--- config.mk ---
export PLATFORM = sky130hd
export DESIGN_NAME = ram_port_arbiter_flat
export DESIGN_NICKNAME = d
export VERILOG_FILES = /design/src/rtl/ram_port_arbiter_pkg.sv /design/src/rtl/ram_port_arbiter_if.sv /design/src/rtl/ram_port_arbiter_rr_pick2.sv /design/src/rtl/ram_port_arbiter.sv /design/src/flat_wrapper.sv
export SDC_FILE = /design/constraint.sdc
export NUM_CORES = 1
export LEC_CHECK = 0
export CAP_MARGIN = 20
export CORE_MARGIN = 2
export CORE_UTILIZATION = 42
export CTS_CLUSTER_SIZE = 24
export DETAILED_ROUTE_END_ITERATION = 12
export PLACE_DENSITY = 0.81
export SYNTH_ARGS = -nofsm -noshare
export SYNTH_HDL_FRONTEND = slang
export SYNTH_SLANG_ARGS = --single-unit
--- constraint.sdc ---
create_clock -name CLK -period 2.57 [get_ports CLK]
set_clock_uncertainty 0.15 [all_clocks]
set_input_delay 0.771 -clock CLK [delete_from_list [all_inputs] [get_ports CLK]]
set_output_delay 0.771 -clock CLK [all_outputs]
set_load 0.01 [all_outputs]
--- src/rtl/ram_port_arbiter_pkg.sv ---
// Shared types for the instruction/data port arbiter in front of the DDR3 ram controller.
// Holds the FSM state, port-owner encoding and the timeout counter sizing helper.
package ram_arb_pkg;

    typedef enum logic [1:0] {
        IDLE,
        ISSUE,
        WAIT_RD
    } state_t;

    typedef enum logic {
        INSTR,
        DATA
    } owner_t;

    function automatic int cnt_w(input int tc);
        return (tc < 2) ? 1 : $clog2(tc);
    endfunction

endpackage

--- src/rtl/ram_port_arbiter_if.sv ---
// Bundle of the core-side ports, the ram-side handshake and arbiter status flags.
// slave is the arbiter view; master is the view of whatever drives and observes it.
interface ram_port_arbiter_if #(
    parameter int ADDR_W = 32,
    parameter int DATA_W = 32
);

    logic              i_req;
    logic [ADDR_W-1:0] i_addr;
    logic              i_gnt;
    logic              i_rvalid;
    logic [DATA_W-1:0] i_rdata;

    logic              d_req;
    logic              d_we;
    logic [ADDR_W-1:0] d_addr;
    logic [DATA_W-1:0] d_wdata;
    logic              d_gnt;
    logic              d_rvalid;
    logic [DATA_W-1:0] d_rdata;

    logic [ADDR_W-1:0] ram_addr;
    logic [DATA_W-1:0] ram_wdata;
    logic              ram_read_req;
    logic              ram_write_req;
    logic              ram_read_ready;
    logic              ram_write_ready;
    logic              ram_read_data_valid;
    logic [DATA_W-1:0] ram_read_data;

    logic              busy;
    logic              timeout;
    logic              spurious;

    modport slave (
        input  i_req, i_addr,
        input  d_req, d_we, d_addr, d_wdata,
        input  ram_read_ready, ram_write_ready,
        input  ram_read_data_valid, ram_read_data,
        output i_gnt, i_rvalid, i_rdata,
        output d_gnt, d_rvalid, d_rdata,
        output ram_addr, ram_wdata,
        output ram_read_req, ram_write_req,
        output busy, timeout, spurious
    );

    modport master (
        output i_req, i_addr,
        output d_req, d_we, d_addr, d_wdata,
        output ram_read_ready, ram_write_ready,
        output ram_read_data_valid, ram_read_data,
        input  i_gnt, i_rvalid, i_rdata,
        input  d_gnt, d_rvalid, d_rdata,
        input  ram_addr, ram_wdata,
        input  ram_read_req, ram_write_req,
        input  busy, timeout, spurious
    );

endinterface

--- src/rtl/ram_port_arbiter_rr_pick2.sv ---
// Two-way round-robin picker: a lone requester wins, on a tie the port
// that did not own the previous transaction wins.
module rr_pick2
    import ram_arb_pkg::*;
(
    input  logic [1:0] req_i,
    input  owner_t     last_i,
    output owner_t     win_o,
    output logic       any_o
);

    assign any_o = |req_i;

    always_comb begin
        win_o = INSTR;
        unique case (1'b1)
            req_i == 2'b11: win_o = (last_i == INSTR) ? DATA : INSTR;
            req_i == 2'b10: win_o = DATA;
            default:        win_o = INSTR;
        endcase
    end

endmodule

--- src/rtl/ram_port_arbiter.sv ---
// Shares one DDR3 ram port between instruction fetch and data access,
// one transaction at a time, with read timeout and spurious-return flagging.
module ram_port_arbiter
    import ram_arb_pkg::*;
#(
    parameter int ADDR_W      = 32,
    parameter int DATA_W      = 32,
    parameter int TIMEOUT_CYC = 1024
) (
    input logic                CLK,
    input logic                RSTn,
    ram_port_arbiter_if.slave  bus
);

    localparam int            CW   = cnt_w(TIMEOUT_CYC);
    localparam logic [CW-1:0] TERM = CW'(TIMEOUT_CYC - 1);

    state_t            state_q, state_d;
    owner_t            owner_q, owner_d;
    owner_t            last_q, last_d;
    logic              we_q, we_d;
    logic [ADDR_W-1:0] addr_q, addr_d;
    logic [DATA_W-1:0] wdata_q, wdata_d;
    logic [CW-1:0]     cnt_q, cnt_d;
    logic [DATA_W-1:0] i_rdata_q, i_rdata_d;
    logic [DATA_W-1:0] d_rdata_q, d_rdata_d;
    logic              i_rvalid_q, i_rvalid_d;
    logic              d_rvalid_q, d_rvalid_d;
    logic              tmo_q, tmo_d;
    logic              spur_q, spur_d;

    owner_t win;
    logic   any;
    logic   rd_req;
    logic   wr_req;
    logic   accept;

    rr_pick2 u_pick (
        .req_i  ({bus.d_req, bus.i_req}),
        .last_i (last_q),
        .win_o  (win),
        .any_o  (any)
    );

    assign rd_req = (state_q == ISSUE) & ~we_q;
    assign wr_req = (state_q == ISSUE) &  we_q;
    assign accept = (rd_req & bus.ram_read_ready)
                  | (wr_req & bus.ram_write_ready);

    // Grant is combinational so the requester sees it in the accepting cycle.
    assign bus.i_gnt         = accept & (owner_q == INSTR);
    assign bus.d_gnt         = accept & (owner_q == DATA);
    assign bus.ram_read_req  = rd_req;
    assign bus.ram_write_req = wr_req;
    assign bus.ram_addr      = addr_q;
    assign bus.ram_wdata     = wdata_q;
    assign bus.i_rvalid      = i_rvalid_q;
    assign bus.i_rdata       = i_rdata_q;
    assign bus.d_rvalid      = d_rvalid_q;
    assign bus.d_rdata       = d_rdata_q;
    assign bus.busy          = (state_q != IDLE);
    assign bus.timeout       = tmo_q;
    assign bus.spurious      = spur_q;

    always_comb begin
        state_d    = state_q;
        owner_d    = owner_q;
        last_d     = last_q;
        we_d       = we_q;
        addr_d     = addr_q;
        wdata_d    = wdata_q;
        cnt_d      = cnt_q;
        i_rdata_d  = i_rdata_q;
        d_rdata_d  = d_rdata_q;
        i_rvalid_d = 1'b0;
        d_rvalid_d = 1'b0;
        tmo_d      = 1'b0;
        spur_d     = 1'b0;

        unique case (state_q)
            IDLE: begin
                spur_d = bus.ram_read_data_valid;
                if (any) begin
                    owner_d = win;
                    last_d  = win;
                    we_d    = (win == DATA) & bus.d_we;
                    addr_d  = (win == DATA) ? bus.d_addr : bus.i_addr;
                    wdata_d = (win == DATA) ? bus.d_wdata : '0;
                    state_d = ISSUE;
                end
            end
            ISSUE: begin
                spur_d = bus.ram_read_data_valid;
                if (accept) begin
                    if (we_q) begin
                        state_d = IDLE;
                    end else begin
                        cnt_d   = '0;
                        state_d = WAIT_RD;
                    end
                end
            end
            WAIT_RD: begin
                cnt_d = cnt_q + 1'b1;
                // Returned data beats the timeout when both land together.
                if (bus.ram_read_data_valid) begin
                    if (owner_q == DATA) begin
                        d_rdata_d  = bus.ram_read_data;
                        d_rvalid_d = 1'b1;
                    end else begin
                        i_rdata_d  = bus.ram_read_data;
                        i_rvalid_d = 1'b1;
                    end
                    state_d = IDLE;
                end else if (cnt_q == TERM) begin
                    tmo_d = 1'b1;
                    if (owner_q == DATA) begin
                        d_rdata_d  = '0;
                        d_rvalid_d = 1'b1;
                    end else begin
                        i_rdata_d  = '0;
                        i_rvalid_d = 1'b1;
                    end
                    state_d = IDLE;
                end
            end
            default: state_d = IDLE;
        endcase
    end

    always_ff @(posedge CLK or negedge RSTn) begin
        if (!RSTn) begin
            state_q    <= IDLE;
            owner_q    <= INSTR;
            last_q     <= INSTR;
            we_q       <= 1'b0;
            addr_q     <= '0;
            wdata_q    <= '0;
            cnt_q      <= '0;
            i_rdata_q  <= '0;
            d_rdata_q  <= '0;
            i_rvalid_q <= 1'b0;
            d_rvalid_q <= 1'b0;
            tmo_q      <= 1'b0;
            spur_q     <= 1'b0;
        end else begin
            state_q    <= state_d;
            owner_q    <= owner_d;
            last_q     <= last_d;
            we_q       <= we_d;
            addr_q     <= addr_d;
            wdata_q    <= wdata_d;
            cnt_q      <= cnt_d;
            i_rdata_q  <= i_rdata_d;
            d_rdata_q  <= d_rdata_d;
            i_rvalid_q <= i_rvalid_d;
            d_rvalid_q <= d_rvalid_d;
            tmo_q      <= tmo_d;
            spur_q     <= spur_d;
        end
    end

endmodule

--- src/flat_wrapper.sv ---
// flat-port wrapper written by rule: the top's interface ports become plain ports
module ram_port_arbiter_flat import ram_arb_pkg::*;
#(
    parameter int ADDR_W      = 32,
    parameter int DATA_W      = 32,
    parameter int TIMEOUT_CYC = 1024
)
  (CLK, RSTn, bus_i_req, bus_i_addr, bus_d_req, bus_d_we, bus_d_addr, bus_d_wdata, bus_ram_read_ready, bus_ram_write_ready, bus_ram_read_data_valid, bus_ram_read_data, bus_i_gnt, bus_i_rvalid, bus_i_rdata, bus_d_gnt, bus_d_rvalid, bus_d_rdata, bus_ram_addr, bus_ram_wdata, bus_ram_read_req, bus_ram_write_req, bus_busy, bus_timeout, bus_spurious);
  ram_port_arbiter_if #(.ADDR_W(ADDR_W), .DATA_W(DATA_W)) bus_i ();
  input logic CLK;
  input logic RSTn;
  input wire logic [$bits(bus_i.i_req)-1:0] bus_i_req;
  input wire logic [$bits(bus_i.i_addr)-1:0] bus_i_addr;
  input wire logic [$bits(bus_i.d_req)-1:0] bus_d_req;
  input wire logic [$bits(bus_i.d_we)-1:0] bus_d_we;
  input wire logic [$bits(bus_i.d_addr)-1:0] bus_d_addr;
  input wire logic [$bits(bus_i.d_wdata)-1:0] bus_d_wdata;
  input wire logic [$bits(bus_i.ram_read_ready)-1:0] bus_ram_read_ready;
  input wire logic [$bits(bus_i.ram_write_ready)-1:0] bus_ram_write_ready;
  input wire logic [$bits(bus_i.ram_read_data_valid)-1:0] bus_ram_read_data_valid;
  input wire logic [$bits(bus_i.ram_read_data)-1:0] bus_ram_read_data;
  output wire logic [$bits(bus_i.i_gnt)-1:0] bus_i_gnt;
  output wire logic [$bits(bus_i.i_rvalid)-1:0] bus_i_rvalid;
  output wire logic [$bits(bus_i.i_rdata)-1:0] bus_i_rdata;
  output wire logic [$bits(bus_i.d_gnt)-1:0] bus_d_gnt;
  output wire logic [$bits(bus_i.d_rvalid)-1:0] bus_d_rvalid;
  output wire logic [$bits(bus_i.d_rdata)-1:0] bus_d_rdata;
  output wire logic [$bits(bus_i.ram_addr)-1:0] bus_ram_addr;
  output wire logic [$bits(bus_i.ram_wdata)-1:0] bus_ram_wdata;
  output wire logic [$bits(bus_i.ram_read_req)-1:0] bus_ram_read_req;
  output wire logic [$bits(bus_i.ram_write_req)-1:0] bus_ram_write_req;
  output wire logic [$bits(bus_i.busy)-1:0] bus_busy;
  output wire logic [$bits(bus_i.timeout)-1:0] bus_timeout;
  output wire logic [$bits(bus_i.spurious)-1:0] bus_spurious;
  assign bus_i.i_req = bus_i_req;
  assign bus_i.i_addr = bus_i_addr;
  assign bus_i.d_req = bus_d_req;
  assign bus_i.d_we = bus_d_we;
  assign bus_i.d_addr = bus_d_addr;
  assign bus_i.d_wdata = bus_d_wdata;
  assign bus_i.ram_read_ready = bus_ram_read_ready;
  assign bus_i.ram_write_ready = bus_ram_write_ready;
  assign bus_i.ram_read_data_valid = bus_ram_read_data_valid;
  assign bus_i.ram_read_data = bus_ram_read_data;
  assign bus_i_gnt = bus_i.i_gnt;
  assign bus_i_rvalid = bus_i.i_rvalid;
  assign bus_i_rdata = bus_i.i_rdata;
  assign bus_d_gnt = bus_i.d_gnt;
  assign bus_d_rvalid = bus_i.d_rvalid;
  assign bus_d_rdata = bus_i.d_rdata;
  assign bus_ram_addr = bus_i.ram_addr;
  assign bus_ram_wdata = bus_i.ram_wdata;
  assign bus_ram_read_req = bus_i.ram_read_req;
  assign bus_ram_write_req = bus_i.ram_write_req;
  assign bus_busy = bus_i.busy;
  assign bus_timeout = bus_i.timeout;
  assign bus_spurious = bus_i.spurious;
  ram_port_arbiter #(.ADDR_W(ADDR_W), .DATA_W(DATA_W), .TIMEOUT_CYC(TIMEOUT_CYC)) u_core (.CLK(CLK), .RSTn(RSTn), .bus(bus_i));
endmodule
==> results.toml, run 1 <==
[status]
status = "finished, final reports clean"

[global_routing]
antenna_found_initial = 0
grt_pass1_wl_mm = 25.7
grt_usage_pct = 22.1
grt_max_degree = 65
overflow = 0
first_global_vias = 4981

[pwr]
cellInternalPower_mw = 7.61
p_sw_share_pct = 33.0
pwr-share-clk_pct = 20.8
total_power_mw = 11.4
p_per_area_nw_per_um2 = 1180
power_frac_seq_pct = 34.7
p_switching_mw = 3.75
p_leak_nw = 4.13
ir_drop_mv = 0.700
pwr-share-comb_pct = 44.5

[timing]
relSlewSlack_pct = 34.7
setup-tns-final_ps = 0
rsz0062_at_grt = "true"
period_minus_slack_ps = 2550
max_freq_ghz = 0.392
min_period_over_period_pct = 99.3
hold_viol_final = 0
drv_slew = 0
setup_viol = 0
tightest_slew_ps = 975
hold_ws_ps = 153

[critical_path]
crit_fanout = 3
criticalPathCategory = "register to output pin"
startpoint = "u_core.state_q[0]"
worstSetupStartpointType = "register"
cp.required_ps = 1650
critPathCaptureType = "output pin"
timing.rr.start = "u_core.state_q[0]"
arrival_ps = 1630
r2r_cells = 6

[worst_hold_path]
hold_path.class = "primary input to asynchronous set/reset pin"

[cts]
clk_pin_slew_ps = 60
tritoncts = "yes"
htree_levels = 4
insertion_delay_ps = 410
cts_hold_buf = 0
cts_root_buf = "clkbuf_16"
cts_buffers = 17
cts_buffer_depth = 2
cts.sinks = 146

[yosys]
synthSimpleGateAreaFrac_pct = 5.70
synth_top_family_by_area = "compound AO/OA/AOI/OAI gates"
synth-edff-count = 0
yosysUniqueCellTypes = 42
ys_warn_count = 0
synthArstFlopShare_pct = 100
synth_xor_area_share_pct = 0.437
ys_seq_area_share_pct = 60.7
syn_inst = 460
synth_compound_gate_area_share_pct = 21.8
synth-main-ff-cell = "dfrtp_1"
synth_area_um2 = 6020
synth-adder-area-share_pct = 1.25
ys_seq_elements = 146
syn_nets = 602
synthMuxAreaShare_pct = 5.68
synth.avg_cell_area_um2 = 13.1

[cells_and_area]
syn_to_final_growth_pct = 59.8
diodes = 0
final_common_cell = "clkdlybuf4s50_1"
nFillCells = 974
nNetsFinal = 878
final_cell_mix = "clkdlybuf4s50_1, dfrtp_1, a32o_1"
drive_gt1_share_pct = 11.6
fin_util_pct = 69.0

[route]
drt.antenna.violating_nets = 0
vias = 5028
wire_per_inst_um = 18.2
wl_mm = 16.9
dr.pass1.iters = 4
drt_iter0_markers = 270
drc_errors = 0
vias_per_cell = 5.41

[floorplan]
die_h_um = 124
initial_core_util_pct = 43.2
core-area_um2 = 13900
dieArea_um2 = 15300
io_pins = 273
rows = 43
die_w_um = 124

[place]
portBuffers = 272
hpwl_mm = 12.6
gp_congestion = 0.868

[flow_run]
maxCapViolations = 0
[path summary, 6_finish.rpt]
kind | slack, ps | endpoint
setup reg to reg | 220 | u_core.bus.i_rdata[11]
min in group CLK | 340 | u_core.bus.ram_addr[18]
setup / recovery | 20 | bus_d_gnt
hold reg to reg | 340 | u_core.bus.ram_addr[18]
hold / removal | 150 | u_core.bus.d_rdata[21]
max in group asynchronous | 1490 | u_core.bus.ram_wdata[14]
[flip-flops by register name, indices dropped and copies added (netlist names)]
name                  flops
u_core.bus.d_rdata       32
u_core.bus.i_rdata       32
u_core.bus.ram_addr      32
u_core.bus.ram_wdata     32
u_core.cnt_q             10
u_core.state_q            2
u_core.bus.d_rvalid       1
u_core.bus.i_rvalid       1
u_core.bus.spurious       1
u_core.bus.timeout        1
u_core.owner_q            1
u_core.we_q               1
[metal layers]
metal / track usage (%) / wire (um)
met1: 26.4 / 6540
met4: 8.74 / 411
met2: 36.5 / 8330
met5: 0 / 0
met3: 7.88 / 1630
[power groups by stage]
stage / Combinational, mW / Clock, mW / Sequential, mW
final: 5.05 / 2.36 / 3.94
after global placement: 4.92 / 0 / 3.89
after CTS: 5.08 / 2.41 / 3.94
after global routing: 5.41 / 2.53 / 4.06
after detailed placement: 5.05 / 0 / 3.96
after floorplan: 1.66 / 0 / 4.33
[stage by stage]
| stage | std cells | setup slack (ps) | instance area, um2 |
|---|---|---|---|
| global route | 929 | -40.6 | 9610 |
| floorplan | 460 | 423 | 6020 |
| finish | 929 | 17.6 | 9610 |
| global placement | 895 | -625 | 8990 |
| CTS | 929 | -25.7 | 9590 |
| detailed placement | 895 | -634 | 8990 |
[synth_stat cells, drive strengths merged, types with 3 or more instances]
cell type,count,share of area (%)
nor2,5,0.31
a32o,64,11
a22o,33,4.8
o21ai,45,4.2
dfrtp,146,61
inv,7,0.44
and2,6,0.67
nor2b,4,0.42
buf,24,3.0
o21a,3,0.37
clkbuf,16,1.0
ha,6,1.2
nand3,3,0.33
mux2i,33,5.5
nand2,39,2.4
xnor2,3,0.44
nand2b,3,0.31
[area by class of cell]
cell class	count	area, um2	share of cell area, %
flip-flops and latches	146	3650	38.0
multi-input cells	267	2170	22.6
inverters	7	26.3	0.273
clock buffers	17	425	4.42
repair buffers	297	2960	30.8
well taps	180	225	2.34
clock inverters	15	145	1.51
[timing repair]
| item | in CTS | in global routing |
|---|---|---|
| setup endpoints to repair | 5 | 5 |
| setup buffers | 2 | 1 |
| pin swaps | 3 | 1 |
| endpoints found under the hold margin | 0 | 0 |
| gates resized for setup | 23 | 8 |
[kinds of logic (layout without fill, tap and decap cells)]
logic type / Yosys count / count (layout)
muxes: 34 / 34
buffers and inverters: 47 / 336
xor gates and xnor gates: 3 / 3
AOI/OAI and AO/OA: 157 / 157
DFF: 146 / 146
and+or+nand+nor: 67 / 67
adders and majority gates: 6 / 6
[critical path: stages, from the launching register on]
cell     delay [ps]
dfrtp_2         450
ha_4            180
and3b_2         220
a21oi_4         170
nor2b_1          70
buf_2           140
Power figures use the tool's default switching activity.
==> run 2: changes to the inputs <==
--- a/config.mk
+++ b/config.mk
@@ -5,12 +5,14 @@
 export SDC_FILE = /design/constraint.sdc
 export NUM_CORES = 1
 export LEC_CHECK = 0
+export ABC_AREA = 1
 export CAP_MARGIN = 20
 export CORE_MARGIN = 2
-export CORE_UTILIZATION = 42
-export CTS_CLUSTER_SIZE = 24
+export CORE_UTILIZATION = 43
+export CTS_CLUSTER_SIZE = 25
 export DETAILED_ROUTE_END_ITERATION = 12
 export PLACE_DENSITY = 0.81
+export SKIP_LAST_GASP = 1
 export SYNTH_ARGS = -nofsm -noshare
 export SYNTH_HDL_FRONTEND = slang
 export SYNTH_SLANG_ARGS = --single-unit
==> results.toml, run 2 <==
[critical_path]
regToRegEndpoint = "u_core.bus.d_rdata[12]"
cp_slowest_stage_delay_ps = 390
crit_slowest_cell = "dfrtp_1"
crit_fanout = 3
cp.required_ps = 1650
arrival_ps = 1560
timing.rr.start = "u_core.cnt_q[0]"
worstSetupStartpointType = "register"
critPathCaptureType = "output pin"
path_depth = 7
criticalPathCategory = "register to output pin"
crit_buf_inv = 3
path_delay_family = "flip-flops"
r2r_cells = 8
crit_chain = "inv_1 -> ha_1 -> nand3_2 -> nand2_2 -> inv_2 -> nor2_4 -> buf_6"
reg2reg_setup_slack_ps = 600

[yosys]
synth-edff-count = 0
synth_area_um2 = 6450
synthTopCellsByArea = "dfrtp_1, nand2_1, nand4_1"
synth.avg_cell_area_um2 = 8.73
yosys-top-cells-count = "nand2_1, dfrtp_1, nand4_1, inv_1, nand3_1"
syn_inst = 739
yosysUniqueCellTypes = 26
synth_most_common_cell = "nand2_1"
syn_nets = 881
ys_warn_count = 0
yosysTopAreaCellShare_pct = 56.6
synth_largest_area_cell = "dfrtp_1"
synth-main-ff-cell = "dfrtp_1"
synthArstFlopShare_pct = 100
ys_seq_area_share_pct = 56.6
ys_seq_elements = 146

[cts]
cts_root_buf = "clkbuf_16"
tritoncts = "yes"
cts_hold_buf = 0
insertion_delay_ps = 420
clk_pin_slew_ps = 60
cts_buffers = 17
cts_buffer_depth = 2
htree_levels = 4
cts.sinks = 146

[timing]
max_freq_ghz = 0.402
tightest_slew_ps = 448
setup_viol = 0
relSlewSlack_pct = 70.2
rsz0062_at_grt = "true"
hold_viol_final = 0
min_period_over_period_pct = 96.7
period_minus_slack_ps = 2490
setup-tns-final_ps = 0
drv_slew = 0

[floorplan]
dieArea_um2 = 16000
initial_core_util_pct = 44.2
rows = 44
die_h_um = 126
io_pins = 273
core-area_um2 = 14600
die_w_um = 126

[route]
drt.antenna.violating_nets = 0
drc_errors = 0
drt_iter0_markers = 359
wire_per_inst_um = 16.1
dr.pass1.iters = 4
vias = 6114
wl_mm = 19.2
vias_per_cell = 5.12

[global_routing]
first_global_vias = 5994
grt_usage_pct = 24.3
grt_pass1_wl_mm = 30.8
overflow = 0
antenna_found_initial = 1
grt_max_degree = 69

[place]
dpl_cell_area_um2 = 9330
gp_congestion = 0.832
portBuffers = 272
hpwl_mm = 13.5

[cells_and_area]
syn_to_final_growth_pct = 54.0
final_cell_mix = "clkdlybuf4s50_1, nand2_1, dfrtp_1"
final_area_um2 = 9940
nNetsFinal = 1138
diodes = 0
final_common_cell = "clkdlybuf4s50_1"
drive_gt1_share_pct = 7.14

[pwr]
total_power_mw = 11.4
ir_drop_mv = 0.584
p_leak_nw = 4.55
p_per_area_nw_per_um2 = 1150

[worst_hold_path]
hold_path.class = "primary input to asynchronous set/reset pin"

[flow_run]
maxCapViolations = 0

[status]
status = "finished, final reports clean"
[run 2: cell types whose count changed after synthesis, sizes merged, moves of 4 or more]
cell   change
a22o      -33
a31oi     +32
a32o      -64
and2       -6
buf       +11
inv       +51
mux2i     -33
nand2    +198
nand3     +45
nand4     +64
nor2      +40
nor2b      -4
o21ai      -4
[run 2: area by class of cell]
type | instances | area (um2)
Clock inverter | 13 | 159
Tap cell | 184 | 230
Timing Repair Buffer | 289 | 2900
Fill cell | 1162 | 4650
Multi-Input combinational cell | 484 | 2340
Sequential cell | 146 | 3650
Clock buffer | 19 | 443
Inverter | 58 | 218
[run 2: how the worst max path moves through the flow]
stage	from	end
2_1_floorplan	bus_ram_write_ready	bus_d_gnt
3_3_place_gp	bus_ram_write_ready	bus_i_gnt
3_5_place_dp	bus_ram_read_ready	bus_i_gnt
4_1_cts	bus_ram_write_ready	bus_i_gnt
5_1_grt	u_core.state_q[1]	bus_i_gnt
6_report	u_core.state_q[1]	bus_i_gnt
[run 2: metal layers]
metal | GRT usage [%] | up-vias | routed length (um)
met1 | 29.4 | 2861 | 7670
met2 | 39.9 | 261 | 9090
met5 | 0 | - | 14
li1 | - | 2954 | -
met4 | 9.70 | 2 | 429
met3 | 8.73 | 36 | 1950
[run 2: stage by stage]
stage	instances	hold WS [ps]	util, %	setup slack, ps
2_1_floorplan	739	317	-	532
3_3_place_gp	1161	303	63.9	-552
3_5_place_dp	1161	308	63.9	-534
4_1_cts	1193	134	68.1	-211
5_1_grt	1193	147	68.1	-25.3
6_report	1193	136	68.1	84.4
[run 2: power breakdown]
group	total (mW)	internal, mW	switching, mW	leakage (nW)
Clock	2.52	1.55	0.967	0.289
Sequential	3.85	3.29	0.565	1.84
Combinational	5.03	2.51	2.53	2.43
Total	11.4	7.34	4.06	4.55
[run 2: cell families (layout without fill, tap and decap cells)]
family,after synthesis,in the layout,share of synthesized area [%]
AND/OR/NAND/NOR,401,401,27.7
AO/OA/AOI/OAI,76,76,6.67
XOR/XNOR,1,1,0.136
flip-flops,146,146,56.6
adder cells (fa/ha/maj),6,6,1.16
buffers and inverters,109,379,7.70
[run 2: what timing repair did]
action	CTS	global route
hold endpoints to repair	0	0
gates resized for setup	12	12
pin swaps	1	2
endpoints found under the setup margin	5	4
setup buffers	0	0
==> run 3: changes to the inputs <==
--- a/config.mk
+++ b/config.mk
@@ -13,6 +13,7 @@
 export DETAILED_ROUTE_END_ITERATION = 12
 export PLACE_DENSITY = 0.81
 export SKIP_LAST_GASP = 1
+export SLEW_MARGIN = 20
 export SYNTH_ARGS = -nofsm -noshare
 export SYNTH_HDL_FRONTEND = slang
 export SYNTH_SLANG_ARGS = --single-unit
==> results of run 3 <==
The final DEF is identical to that of run 2; final timing and power are the same.
